==> src/rtl/pipe_reg.sv <==
// pipe_reg: elastic valid/ready register pipeline of DEPTH stages.
// Each stage holds one item (valid bit + WIDTH data register). An item moves
// forward whenever the stage ahead of it is empty or moving too, so bubbles
// collapse even while the consumer is stalled.
//
// Optional feature: define PIPE_REG_SKID_EN to add a 2-entry output buffer
// behind the last stage. The last stage then hands off based on the buffer's
// registered fill level, so out_ready has no combinational path to in_ready.
// This adds one cycle of latency and two items of capacity.
module pipe_reg #(
    parameter int unsigned      WIDTH   = 8,
    parameter int unsigned      DEPTH   = 3,
    parameter logic [WIDTH-1:0] RST_VAL = '0
) (
    input  logic                         clk,
    input  logic                         rst,
    input  logic                         flush,
    input  logic                         in_valid,
    output logic                         in_ready,
    input  logic [WIDTH-1:0]             in_data,
    output logic                         out_valid,
    input  logic                         out_ready,
    output logic [WIDTH-1:0]             out_data,
    output logic [$clog2(DEPTH+3)-1:0]   occupancy
);

    localparam int OCC_W = $clog2(DEPTH + 3);

    // Per-stage state
    logic [DEPTH-1:0] valid_q;
    logic [DEPTH-1:0] valid_d;
    logic [WIDTH-1:0] data_q   [DEPTH];
    logic [WIDTH-1:0] stage_in [DEPTH];

    // adv[i]: stage i can take a new item (or become empty) at this edge.
    logic [DEPTH-1:0] adv;
    logic [DEPTH-1:0] load;

    logic             in_hs;
    logic             out_hs;
    // last_go: the last stage may hand its item downstream at this edge.
    logic             last_go;
    // Items held outside the stage chain (skid buffer fill level).
    logic [1:0]       buf_cnt;
    logic [OCC_W-1:0] occ_sum;

    // Advance chain, resolved from the output end back to the input.
    always_comb begin
        adv = '0;
        adv[DEPTH-1] = !valid_q[DEPTH-1] || last_go;
        for (int i = int'(DEPTH) - 2; i >= 0; i--) begin
            adv[i] = !valid_q[i] || adv[i+1];
        end
    end

    // Upstream handshake; blocked during flush and while reset is held.
    assign in_ready = adv[0] && !flush && !rst;
    assign in_hs    = in_valid && in_ready;

    // Source of the data entering each stage.
    always_comb begin
        stage_in[0] = in_data;
        for (int i = 1; i < int'(DEPTH); i++) begin
            stage_in[i] = data_q[i-1];
        end
    end

    // Next valid bits and data-load enables; a flush empties every stage
    // and freezes the data registers.
    always_comb begin
        valid_d = valid_q;
        load    = '0;
        if (adv[0]) begin
            valid_d[0] = in_hs;
        end
        for (int i = 1; i < int'(DEPTH); i++) begin
            if (adv[i]) begin
                valid_d[i] = valid_q[i-1];
            end
        end
        for (int i = 0; i < int'(DEPTH); i++) begin
            load[i] = adv[i] && valid_d[i];
        end
        if (flush) begin
            valid_d = '0;
            load    = '0;
        end
    end

    // Stage valid bits.
    always_ff @(posedge clk or posedge rst) begin
        if (rst) begin
            valid_q <= '0;
        end else begin
            valid_q <= valid_d;
        end
    end

    // Stage data registers: load only when an item actually enters.
    always_ff @(posedge clk or posedge rst) begin
        if (rst) begin
            for (int i = 0; i < int'(DEPTH); i++) begin
                data_q[i] <= RST_VAL;
            end
        end else begin
            for (int i = 0; i < int'(DEPTH); i++) begin
                if (load[i]) begin
                    data_q[i] <= stage_in[i];
                end
            end
        end
    end

`ifdef PIPE_REG_SKID_EN
    // Two-entry output buffer: head drives the output, tail catches the item
    // that arrives while the head is stalled.
    logic [1:0]       buf_cnt_q;
    logic [1:0]       buf_cnt_d;
    logic [WIDTH-1:0] buf_head_q;
    logic [WIDTH-1:0] buf_head_d;
    logic [WIDTH-1:0] buf_tail_q;
    logic [WIDTH-1:0] buf_tail_d;
    logic             buf_push;
    logic             buf_pop;

    // Registered fill level only: keeps out_ready off the in_ready path.
    assign last_go   = (buf_cnt_q != 2'd2);
    assign buf_push  = valid_q[DEPTH-1] && last_go && !flush;
    assign out_valid = (buf_cnt_q != 2'd0) && !flush;
    assign out_hs    = out_valid && out_ready;
    assign buf_pop   = out_hs;
    assign out_data  = buf_head_q;
    assign buf_cnt   = buf_cnt_q;

    // Buffer next state; a push never meets a full buffer.
    always_comb begin
        buf_cnt_d  = buf_cnt_q;
        buf_head_d = buf_head_q;
        buf_tail_d = buf_tail_q;
        case ({buf_push, buf_pop})
            2'b10: begin
                if (buf_cnt_q == 2'd0) begin
                    buf_head_d = data_q[DEPTH-1];
                end else begin
                    buf_tail_d = data_q[DEPTH-1];
                end
                buf_cnt_d = buf_cnt_q + 2'd1;
            end
            2'b01: begin
                if (buf_cnt_q == 2'd2) begin
                    buf_head_d = buf_tail_q;
                end
                buf_cnt_d = buf_cnt_q - 2'd1;
            end
            2'b11: begin
                // Only reachable with exactly one entry: replace the head.
                buf_head_d = data_q[DEPTH-1];
            end
            default: begin
            end
        endcase
        if (flush) begin
            buf_cnt_d = 2'd0;
        end
    end

    // Buffer registers.
    always_ff @(posedge clk or posedge rst) begin
        if (rst) begin
            buf_cnt_q  <= 2'd0;
            buf_head_q <= RST_VAL;
            buf_tail_q <= RST_VAL;
        end else begin
            buf_cnt_q  <= buf_cnt_d;
            buf_head_q <= buf_head_d;
            buf_tail_q <= buf_tail_d;
        end
    end
`else
    // Output taken straight from the last stage.
    assign out_valid = valid_q[DEPTH-1] && !flush;
    assign out_hs    = out_valid && out_ready;
    assign last_go   = out_hs;
    assign out_data  = data_q[DEPTH-1];
    assign buf_cnt   = 2'd0;
`endif

    // Occupancy: population count of every held item.
    always_comb begin
        occ_sum = '0;
        for (int i = 0; i < int'(DEPTH); i++) begin
            occ_sum = occ_sum + OCC_W'(valid_q[i]);
        end
        occ_sum = occ_sum + OCC_W'(buf_cnt);
    end

    assign occupancy = occ_sum;

endmodule

==> config.mk <==
export PLATFORM = sky130hd
export DESIGN_NAME = pipe_reg
export DESIGN_NICKNAME = d
export VERILOG_FILES = /design/src/rtl/pipe_reg.sv
export SDC_FILE = /design/constraint.sdc
export NUM_CORES = 1
export LEC_CHECK = 0
export ABC_AREA = 1
export BUFFER_PORTS_ARGS = -buffer_cell sky130_fd_sc_hd__clkbuf_2
export CAP_MARGIN = 20
export CORE_MARGIN = 2
export CORE_UTILIZATION = 35
export DETAILED_ROUTE_END_ITERATION = 12
export PLACE_DENSITY_LB_ADDON = 0.1
export SYNTH_ARGS = -nofsm -noshare
export SYNTH_HDL_FRONTEND = slang
export SYNTH_SLANG_ARGS = --single-unit
==> constraint.sdc <==
create_clock -name clk -period 2.9 [get_ports clk]
set_input_delay 0.435 -clock clk [delete_from_list [all_inputs] [get_ports clk]]
set_output_delay 0.435 -clock clk [all_outputs]
set_load 0.01 [all_outputs]
==> key figures <==
Status
  • Status: complete, no violations

Logic synthesis
  • Syn nets: 153
  • Ranking of synthesized cells by area: dfrtp_1, nand2_1, nand4_1
  • Flops & latches, synth: 27
  • Cells after synthesis: 139
  • Post-synthesis sequential area ratio: 51.53%
  • Syn avg cell area: 9.434 um^2
  • Ys flop type: dfrtp_1
  • EDFF count, synth: 0
  • Syn Std Cell Area: 1311 um^2
  • Yosys cell types: 22
  • Synthesis warning total: 0
  • Synth top cells by count: nand2_1, dfrtp_1, nand4_1, inv_1, buf_4
  • Area leader, netlist: dfrtp_1
  • Post-synth ARST share: 100.0%
  • Count leader, synth: nand2_1
  • Synth top area share: 51.53%

Clock network
  • Hold Buf Count CTS: 0
  • Clk buf depth: 2
  • Post-CTS setup buffer count: 0
  • CTS H-tree depth: 1
  • Cts repair resizes: 0
  • Clk slew on worst S/H paths: 90 ps
  • Num CTS Buffers: 3
  • CTS Sinks: 27
  • Worst skew pair latency: 270 ps
  • Root Buffer: clkbuf_8
  • CTS tree: done

Worst setup path
  • Crit-path cells: nand4_2 -> nand2_1 -> inv_1 -> clkbuf_2
  • Worst stage delay on the critical path: 650 ps
  • Element type at the critical path end: primary output
  • Crit-path max FO: 12
  • Req. time, crit path: 2470 ps
  • Critical R2R Launch: valid_q[0]
  • CP max stage cell: dfrtp_1
  • Crit path DAT: 1590 ps
  • Setup CP Type: reg -> out
  • Beginning of the critical path: valid_q[0]
  • Startpoint Class: register

Min path
  • Hold Crit Class: in -> async

Power and ir drop
  • Int Power: 0.5779 mW
  • Comb pwr share: 14.5%
  • Switching Share: 26.99%
  • Psw: 0.2137 mW
  • Leakage power: 0.7741 nW
  • Pwr dens: 557.4 nW/um^2
  • Part of the power in registers: 59.2%
  • Worst-case vdd ir drop: 0.2139 mV
  • Clock network power share: 26.3%

Global routing
  • Global route overflow: 0
  • Initial antenna violation count: 0
  • Vias in the first global route: 873
  • Gr usage total: 11.82%
  • First-pass GRT wire length: 3939 um
  • Largest net degree at the start of global routing: 28

Job
  • MaxCap Viol Count: 0

Final layout
  • Diode count: 0
  • Final std cells w/o fill: 201
  • Layout cells sized above 1: 24.18%
  • Final layout net count: 168
  • P&R area growth vs syn: 8.301%

Placed design
  • Gpl congestion: 0.7005
  • Dpl cells: 196
  • IO buf count: 24

Floorplanning
  • Area of the core: 3633 um^2
  • Die Height: 65.21 um
  • Row Count: 22
  • Die Span X: 65.21 um
  • Die Area: 4252 um^2
  • Starting Density: 36.09%
  • I/O pin cnt: 26

Timing
  • Setup_tns: 0 ps
  • Final worst path period share: 69.77%
  • Setup violators final: 0
  • Fin Clk Skew: 5.290 ps
  • Min Tclk post-route: 2023 ps
  • FMAX: 0.4942 GHz
  • Rel. slew slack: 55.91%
  • RSZ-0062 raised after global routing: false
  • Final Slew Violations: 0
  • Actual slew at the worst max-slew pin: 658.9 ps
  • Final hold viol count: 0

Detailed routing
  • Routed vias: 882
  • Vias per cell: 4.388
  • Iter 0 DRT Violations: 32
  • Post-route ant nets: 0
  • Total routed wirelength: 2177 um
  • Wire per inst: 10.83 um
  • DR pass1 iterations: 4
  • Drt drc: 0
[kinds of logic after synthesis]
kind of cell               Yosys count  synth area share (%)
and+or+nand+nor                     67                 25.00
buffers and inverters               31                 14.69
DFF                                 27                 51.53
AOI/OAI and AO/OA                   12                 6.965
adders and majority gates            1                 1.527
other                                1                0.2860
[worst max-delay path: cells and delay by family (launching register included)]
| kind | cells | cell delay (ps) |
|---|---|---|
| buffers and inverters | 2 | 160 |
| and+or+nand+nor | 2 | 510 |
| DFF | 1 | 650 |
[power by group through the flow]
stage | clock network, mW | logic, mW | registers, mW
detailed placement | 0 | 0.115 | 0.477
floorplan | 0 | 0.106 | 0.465
finish | 0.208 | 0.115 | 0.468
global placement | 0 | 0.114 | 0.474
global route | 0.232 | 0.138 | 0.478
CTS | 0.218 | 0.116 | 0.469
[cells in the final DEF (no fill, tap or decap)]
cell	n
nor2_1	4
clkbuf_2	24
o21ai_0	7
nand3_4	1
buf_8	1
nand2_4	1
o211ai_4	1
a21oi_1	1
o21ai_2	1
nand4_1	16
dfrtp_1	27
clkinv_2	1
nand3_2	1
clkbuf_8	3
inv_1	15
fa_1	1
a21oi_4	1
nand4_2	1
inv_2	1
nand2_1	43
o21ai_1	1
conb_1	1
[state kept, by name, summed over array words and instances (netlist names)]
name	flops
data_q	16
valid_q	3
out_data	8
[stage by stage]
step	power, mW	hold slack (ps)	worst slack (ps)	utilization [%]	area (um^2)
2_1_floorplan	0.5711	441.9	1428	-	1311
3_3_place_gp	0.5875	456.2	1110	37.40	1359
3_5_place_dp	0.5920	458.9	1081	37.40	1359
4_1_cts	0.8028	380.6	879.3	38.67	1405
5_1_grt	0.8488	265.9	720.0	39.08	1420
6_report	0.7916	215.1	876.7	39.08	1420
[final timing paths]
check | endpoint | slack (ps) | cells past startpoint
worst max register to register | data_q[18] | 1430 | 4
worst max-delay path | in_ready | 880 | 4
worst min-delay path | data_q[19] | 220 | 2
worst min register to register | data_q[13] | 470 | 2
max in group asynchronous | data_q[14] | 2190 | 3
min in group clk | valid_q[1] | 380 | 2
[routing by layer]
metal	wire, um	share of wire, %	vias to the layer above	GRT usage [%]
met2	972	45	21	18.37
met1	1111	51	396	16.72
li1	-	-	463	-
met5	0	0	-	0
met4	12	0.55	0	3.906
met3	81	3.7	2	2.055
[cell type report]
type,instances,area (um^2)
inverters,16,60.06
flip-flops and latches,27,675.6
fillers,406,2213
clock inverters,1,5.005
clock buffers,3,41.29
multi-input cells,81,442.9
repair buffers,25,135.1
well taps,48,60.06
(Power assumes the default switching activity.)
